**config.mk**
```make
export PLATFORM = sky130hd
export DESIGN_NAME = serial_word_deserializer
export DESIGN_NICKNAME = d
export VERILOG_FILES = /design/src/rtl/deser_pkg.sv /design/src/rtl/serial_word_deserializer.sv
export SDC_FILE = /design/constraint.sdc
export NUM_CORES = 1
export LEC_CHECK = 0
export ABC_AREA = 1
export CORE_UTILIZATION = 58
export CTS_CLUSTER_DIAMETER = 50
export DETAILED_ROUTE_END_ITERATION = 8
export PLACE_DENSITY = 0.91
export SYNTH_ARGS = -nofsm -noshare
export SYNTH_HDL_FRONTEND = slang
export SYNTH_SLANG_ARGS = --single-unit
```
**constraint.sdc**
```tcl
create_clock -name clk -period 4.6 [get_ports clk]
set_clock_uncertainty 0.15 [all_clocks]
set_input_delay 0.92 -clock clk [delete_from_list [all_inputs] [get_ports clk]]
set_output_delay 0.92 -clock clk [all_outputs]
set_load 0.02 [all_outputs]
```
**src/rtl/deser_pkg.sv**
```systemverilog
// Shared types and helpers for serial_word_deserializer.
//   MAX_WIDTH   : widest word the parity helper accepts.
//   state_t     : COLLECT (accepting bits) / STALL (last slot blocked by a pending word).
//   calc_parity : even parity of a zero-extended word, returned via an output argument.
package deser_pkg;

    localparam int unsigned MAX_WIDTH = 32;

    typedef enum logic {
        COLLECT = 1'b0,
        STALL   = 1'b1
    } state_t;

    task automatic calc_parity(input logic [MAX_WIDTH-1:0] w, output logic p);
        p = ^w;
    endtask

endpackage

```
**src/rtl/serial_word_deserializer.sv**
```systemverilog
// Serial-to-parallel word assembler with parity.
// Collects WIDTH bits LSB-first over a valid/ready bit port and presents the
// finished word plus its XOR parity on a valid/ready word port.
// Ports:
//   clk          : rising-edge clock
//   rst_n        : synchronous active-low reset
//   bit_i        : serial data bit
//   bit_valid_i  : bit_i valid this cycle
//   bit_ready_o  : bit_i accepted this cycle (combinational, allows same-cycle refill)
//   word_o       : assembled word, bit 0 received first
//   parity_o     : XOR of all bits of word_o
//   word_valid_o : word_o / parity_o valid
//   word_ready_i : consumer takes the word this cycle
module serial_word_deserializer
    import deser_pkg::*;
#(
    parameter int unsigned WIDTH = 8
) (
    input  logic             clk,
    input  logic             rst_n,
    input  logic             bit_i,
    input  logic             bit_valid_i,
    output logic             bit_ready_o,
    output logic [WIDTH-1:0] word_o,
    output logic             parity_o,
    output logic             word_valid_o,
    input  logic             word_ready_i
);

    localparam int unsigned CntW = (WIDTH > 2) ? $clog2(WIDTH) : 1;
    localparam logic [CntW-1:0] CntLast = CntW'(WIDTH - 1);

    logic [WIDTH-1:0] sh_q, sh_d;
    logic [CntW-1:0]  cnt_q, cnt_d;
    logic [WIDTH-1:0] word_q, word_d;
    logic             parity_q, parity_d;
    logic             valid_q, valid_d;
    state_t           state_q, state_d;

    logic                 accept;
    logic                 complete;
    logic                 consume;
    logic [MAX_WIDTH-1:0] par_word;
    logic                 par_bit;

    // state_q is STALL exactly when the last slot is reached with a word still
    // pending, so only the current-cycle consumption needs to be checked here.
    assign bit_ready_o = !(state_q == STALL && !word_ready_i);

    always_comb begin
        accept   = bit_valid_i && bit_ready_o;
        complete = accept && (cnt_q == CntLast);
        consume  = valid_q && word_ready_i;

        sh_d     = sh_q;
        cnt_d    = cnt_q;
        word_d   = word_q;
        parity_d = parity_q;
        valid_d  = valid_q;
        par_word = '0;
        par_bit  = 1'b0;

        if (accept) begin
            sh_d[cnt_q] = bit_i;
            cnt_d       = (cnt_q == CntLast) ? '0 : cnt_q + CntW'(1);
        end

        // sh_d already holds the final bit in its top position on completion.
        par_word[WIDTH-1:0] = sh_d;
        calc_parity(par_word, par_bit);

        if (complete) begin
            word_d   = sh_d;
            parity_d = par_bit;
            valid_d  = 1'b1;
        end else if (consume) begin
            valid_d = 1'b0;
        end

        state_d = (cnt_d == CntLast && valid_d) ? STALL : COLLECT;
    end

    always_ff @(posedge clk) begin
        if (!rst_n) begin
            sh_q     <= '0;
            cnt_q    <= '0;
            word_q   <= '0;
            parity_q <= 1'b0;
            valid_q  <= 1'b0;
            state_q  <= COLLECT;
        end else begin
            sh_q     <= sh_d;
            cnt_q    <= cnt_d;
            word_q   <= word_d;
            parity_q <= parity_d;
            valid_q  <= valid_d;
            state_q  <= state_d;
        end
    end

    assign word_o       = word_q;
    assign parity_o     = parity_q;
    assign word_valid_o = valid_q;

endmodule

```
==> results of run 1 <==
-- registers in the layout, summed over array words and instances (netlist names) --
register and cells:
word_valid_o 1, cnt_q 3, sh_q 8, state_q 1, word_o 8, parity_o 1
-- synthesized netlist by cell type (2+ instances only) --
| master | n | area share, % |
|---|---|---|
| buf_6 | 4 | 3.4 |
| o21ai_0 | 10 | 3.8 |
| nand2_1 | 70 | 20 |
| ha_1 | 2 | 1.9 |
| o21bai_1 | 5 | 2.9 |
| nand2_2 | 7 | 3.3 |
| a21oi_1 | 7 | 2.7 |
| dfxtp_1 | 22 | 34 |
| nor2_1 | 22 | 6.3 |
| o21ai_2 | 2 | 1.3 |
| nand4_1 | 4 | 1.9 |
| inv_2 | 3 | 0.86 |
| inv_1 | 11 | 3.1 |
| nor2_2 | 3 | 1.4 |
| clkbuf_1 | 2 | 0.57 |
| clkinv_2 | 2 | 0.76 |
| nand3_1 | 11 | 4.2 |
-- cell usage in the layout (no fill, tap or decap) --
master / n
nand4_1: 4
a211oi_2: 1
nand3_2: 1
nor2_4: 1
nor2_1: 22
o21a_1: 1
nand2_2: 7
clkdlybuf4s50_1: 15
o21bai_1: 5
clkinv_2: 2
nor3_1: 1
nand2_4: 1
nor4b_1: 1
o21ai_0: 10
ha_1: 2
o21ai_2: 2
inv_1: 11
a21boi_4: 1
nor2_2: 3
dfxtp_1: 22
nand2_1: 70
nand3_1: 11
inv_2: 3
a21oi_1: 7
o211ai_1: 1
clkbuf_4: 3
-- layer usage --
metal	wire length [um]	share of wire (%)	global-route usage, %	up-vias
met3	82	3.1	2.16	4
li1	-	-	-	652
met5	0	0	0	-
met2	1240	47	39.0	22
met4	25	0.96	7.62	0
met1	1260	48	29.5	553
-- path summary, 6_finish.rpt --
check	from	slack, ps	endpoint
min reg2reg	word_o[7]$_SDFFE_PN0P_	370	word_o[7]$_SDFFE_PN0P_
max reg2reg	cnt_q[1]$_SDFF_PN0_	2590	word_o[7]$_SDFFE_PN0P_
min	word_o[7]$_SDFFE_PN0P_	370	word_o[7]$_SDFFE_PN0P_
max	word_ready_i	1390	bit_ready_o
-- cell type report --
cell class	instances	area, um2
Fill cell	183	587
Sequential cell	22	440
Timing Repair Buffer	15	150
Inverter	16	62.6
Tap cell	27	33.8
Clock buffer	3	22.5
Multi-Input combinational cell	152	746
-- critical path: stages --
cell             delay, ps
clkdlybuf4s50_1        470
inv_2                   60
nand2_2                 80
clkdlybuf4s50_1        600
-- power groups by stage --
stage / registers (mW) / logic, mW / clock network, mW
6_report: 0.204 / 0.0695 / 0.0859
5_1_grt: 0.205 / 0.0792 / 0.0942
4_1_cts: 0.204 / 0.0693 / 0.0879
3_5_place_dp: 0.208 / 0.0689 / 0
3_3_place_gp: 0.208 / 0.0660 / 0
2_1_floorplan: 0.203 / 0.0625 / 0
-- stage by stage --
stage / setup slack [ps] / cell area [um2] / hold slack, ps
6_report: 1390 / 1460 / 366
5_1_grt: 1360 / 1460 / 421
4_1_cts: 1380 / 1460 / 368
3_5_place_dp: 1390 / 1430 / 339
3_3_place_gp: 1400 / 1430 / 332
2_1_floorplan: 2370 / 1310 / 354
-- kinds of logic (layout without fill, tap and decap cells) --
logic type | Yosys count | in the layout | synth area share, %
flip-flops | 22 | 22 | 33.5
buffers and inverters | 24 | 34 | 9.71
adder cells (fa/ha/maj) | 2 | 2 | 1.90
AND/OR/NAND/NOR | 122 | 122 | 40.7
AO/OA/AOI/OAI | 28 | 28 | 14.2
==> impl_metrics.json, run 1 <==
{
  "worst_setup_path_start_kind": "primary input",
  "cp_data_arrival_time_ps": 2140,
  "boundaryPins": 16,
  "dp_hpwl_um": 1990,
  "fmax_mhz": 311,
  "grt_max_degree": 25,
  "synth_edf_count": 0,
  "hold_class": "flop to flop",
  "final_core_util_pct": 71.3,
  "syn-cell-area_um2": 1310,
  "cts.sinks": 22,
  "total_power_uw": 359,
  "die_height_um": 49.6,
  "switchingPower_uw": 108,
  "relSlewSlack_pct": 61.5,
  "path_max_fanout": 3,
  "numCtsBuffers": 3,
  "r2r_cells": 7,
  "setup_tns_ps": 0,
  "tightest_slew_ps": 577,
  "grt_use_total_pct": 22.7,
  "drc_errors": 0,
  "p_sw_share_pct": 30.0,
  "areaGrowthSynthToFinish_pct": 10.8,
  "combPwrFrac_pct": 19.3,
  "clock_latency_ps": 300,
  "cts_setup_buffers": 0,
  "period_share_pct": 69.8,
  "antennaDiodeCount": 0,
  "crit_type": "primary input to primary output",
  "rsz0062_at_grt": "false",
  "grt_pass1_vias": 1094,
  "p_clk_share_pct": 23.9,
  "die_w_um": 49.6,
  "drv_cap": 0,
  "grt_overflow": 0,
  "fin_nets": 217,
  "synth_flop_cell": "dfxtp_1",
  "ys_ff_latch": 22,
  "setup_viol": 0,
  "path_clk_slew_ps": 110,
  "gp_congestion": 0.857,
  "tritoncts": "done",
  "vias_per_cell": 5.24,
  "clockRootBuffer": "clkbuf_4",
  "wl_per_cell_um": 11.1,
  "syn_nets": 205,
  "cts-resized-gates": 0,
  "seq_area_frac_synth_pct": 33.5,
  "rows": 16,
  "p_leak_nw": 0.658,
  "synth_cells": 198,
  "hold_path_depth": 2,
  "worstPathRequired_ps": 3530,
  "status": "finished, final reports clean",
  "final-hold-violation-count": 0,
  "ir_worst_vdd_mv": 0.182,
  "drive_gt1_share_pct": 12.0,
  "grt_antenna_before_repair": 0,
  "dr_total_vias": 1231,
  "portBuffers": 15,
  "final_cells": 235,
  "wl_um": 2610,
  "start_util_pct": 64.3,
  "grt_pass1_wl_um": 4400,
  "cts_buffer_depth": 2,
  "power_density_nw_per_um2": 247,
  "syn_avg_cell_area_um2": 6.64,
  "die_area_um2": 2460,
  "period_minus_slack_ps": 3210,
  "drt-initial-drc-count": 29,
  "core_um2": 2040,
  "synthDistinctLibCells": 28,
  "setup.worst_path.end_class": "primary output",
  "yosys_warnings": 0,
  "power_frac_seq_pct": 56.8,
  "ant_nets": 0,
  "dpl.cell_count": 232,
  "hold_buffers": 0,
  "synthArstFlopShare_pct": 0,
  "internal_power_uw": 252,
  "htree_num_levels": 1,
  "maxSlewViolCount": 0,
  "drt_pass1_iterations": 4
}
Note: power is estimated with default switching activity, not from simulation.
==> run 2, diff against run 1 <==
--- a/config.mk
+++ b/config.mk
@@ -6,10 +6,10 @@
 export NUM_CORES = 1
 export LEC_CHECK = 0
 export ABC_AREA = 1
-export CORE_UTILIZATION = 58
+export CORE_UTILIZATION = 54
 export CTS_CLUSTER_DIAMETER = 50
 export DETAILED_ROUTE_END_ITERATION = 8
-export PLACE_DENSITY = 0.91
+export PLACE_DENSITY = 0.86
 export SYNTH_ARGS = -nofsm -noshare
 export SYNTH_HDL_FRONTEND = slang
 export SYNTH_SLANG_ARGS = --single-unit
==> constraint.sdc (replaced) <==
create_clock -name clk -period 3.1 [get_ports clk]
set_clock_uncertainty 0.15 [all_clocks]
set_input_delay 0.62 -clock clk [delete_from_list [all_inputs] [get_ports clk]]
set_output_delay 0.62 -clock clk [all_outputs]
set_load 0.02 [all_outputs]
==> run 2 against run 1 <==
Setup slack lost 890 ps. Total power grew 58%. Hold slack gained 16 ps. Core utilization shrank 6.1 points. Final cell count grew 0.85%. Sequential power grew 49%.
==> impl_metrics.json, run 2 (synthesis gave the netlist of run 1 again) <==
{
  "final_core_util_pct": 65.2,
  "cts-resized-gates": 0,
  "portBuffers": 15,
  "die_height_um": 51.3,
  "rsz0062_at_grt": "false",
  "gp_congestion": 0.826,
  "mostFrequentLayoutCells": "70 x nand2_1, 22 x nor2_1, 22 x dfxtp_1",
  "grt_overflow": 0,
  "grt_max_degree": 25,
  "drt-initial-drc-count": 27,
  "hold_buffers": 0,
  "pre_cts_ws_ps": 488,
  "cts_buffer_depth": 2,
  "path_max_fanout": 3,
  "core_um2": 2250,
  "rows": 17,
  "cts_setup_buffers": 0,
  "wl_um": 2690,
  "clockRootBuffer": "clkbuf_4",
  "cpMostUsedCell": "clkdlybuf4s50_1",
  "die_w_um": 51.3,
  "drt_pass1_iterations": 4,
  "worst_setup_path_start_kind": "primary input",
  "drc_errors": 0,
  "final-hold-violation-count": 0,
  "power_frac_seq_pct": 53.2,
  "p_leak_nw": 0.665,
  "antennaDiodeCount": 0,
  "setup_ws_ps": 499,
  "grt_pass1_vias": 1181,
  "critPathBufInv": 3,
  "cp_data_arrival_time_ps": 1830,
  "mostFrequentLayoutCell": "nand2_1",
  "path_clk_slew_ps": 120,
  "worstPathCellList": "clkdlybuf4s50_1, inv_2, nand2_2, clkdlybuf4s50_1",
  "crit_type": "primary input to primary output",
  "p_sw_share_pct": 29.8,
  "grt_pass1_wl_um": 4860,
  "drive_gt1_share_pct": 12.4,
  "switchingPower_uw": 169,
  "tightest_slew_ps": 587,
  "ir_worst_vdd_mv": 0.272,
  "areaGrowthSynthToFinish_pct": 11.9,
  "internal_power_uw": 400,
  "cts.sinks": 22,
  "period_share_pct": 83.9,
  "r2r_cells": 6,
  "clock_latency_ps": 310,
  "die_area_um2": 2630,
  "hold_class": "flop to flop",
  "p_clk_share_pct": 28.4,
  "n_fill_cell": 213,
  "setup_viol": 0,
  "worstPathRequired_ps": 2330,
  "power_density_nw_per_um2": 387,
  "combPwrFrac_pct": 18.4,
  "fmax_mhz": 384,
  "cpPeakStageDelay_ps": 600,
  "hold_path_depth": 2,
  "ant_nets": 0,
  "fin_nets": 217,
  "maxSlewViolCount": 0,
  "drv_cap": 0,
  "slowest_stage": "clkdlybuf4s50_1",
  "tritoncts": "done",
  "cp_top_family": "buffers and inverters",
  "dr_total_vias": 1251,
  "period_minus_slack_ps": 2600,
  "vias_per_cell": 5.28,
  "relSlewSlack_pct": 60.8,
  "grt_use_total_pct": 23.9,
  "htree_num_levels": 1,
  "grt_antenna_before_repair": 0,
  "status": "finished, final reports clean",
  "numCtsBuffers": 3,
  "boundaryPins": 16,
  "setup.worst_path.end_class": "primary output",
  "dp_hpwl_um": 2000,
  "wl_per_cell_um": 11.3,
  "setup_tns_ps": 0,
  "whs_ps": 382,
  "start_util_pct": 58.3,
  "cp_num_cells": 4
}
## run 2: cell count changes in the layout (fill, tap and decap cells not counted)
| cell | previous run | this run |
|---|---|---|
| clkbuf_8 | 0 | 1 |
## run 2: worst reg2reg max path, delay by kind of cell (launching register included)
kind / cells / cell delay (ps)
compound gates: 2 / 320
fa+ha+maj: 2 / 360
buf+inv: 1 / 70
flops: 1 / 580
simple gates: 1 / 480
## run 2: worst paths after layout
check / from / endpoint / slack (ps)
worst max-delay path: word_ready_i / bit_ready_o / 500
worst min-delay path: word_o[7]$_SDFFE_PN0P_ / word_o[7]$_SDFFE_PN0P_ / 380
worst max register to register: cnt_q[1]$_SDFF_PN0_ / word_o[0]$_SDFFE_PN0P_ / 1080
worst min register to register: word_o[7]$_SDFFE_PN0P_ / word_o[7]$_SDFFE_PN0P_ / 380
## run 2: power by group through the flow
| stage | Combinational, mW | Clock (mW) | Sequential, mW |
|---|---|---|---|
| after global routing | 0.120 | 0.173 | 0.305 |
| after global placement | 0.0980 | 0 | 0.309 |
| after CTS | 0.104 | 0.163 | 0.303 |
| after detailed placement | 0.104 | 0 | 0.309 |
| after floorplan | 0.0928 | 0 | 0.302 |
| final | 0.104 | 0.162 | 0.303 |
## run 2: routing by layer
| metal | vias to the layer above | share of wire [%] | global-route usage [%] |
|---|---|---|---|
| met1 | 564 | 44 | 29.4 |
| met3 | 4 | 3.8 | 2.98 |
| met5 | - | 0 | 0 |
| met4 | 0 | 1.4 | 6.76 |
| met2 | 30 | 51 | 43.4 |
| li1 | 653 | - | - |
## run 2: area by class of cell
type / instances / area (um2) / area share [%]
flip-flops and latches: 22 / 440 / 30.0
well taps: 28 / 35.0 / 2.38
multi-input cells: 152 / 746 / 50.7
clock buffers: 4 / 36.3 / 2.47
inverters: 16 / 62.6 / 4.26
repair buffers: 15 / 150 / 10.2
## run 2: through the flow
stage / std cells / cell area, um2 / total power [mW]
finish: 237 / 1470 / 0.569
global route: 237 / 1470 / 0.598
CTS: 237 / 1470 / 0.570
global placement: 233 / 1430 / 0.407
floorplan: 198 / 1310 / 0.395
detailed placement: 233 / 1430 / 0.413
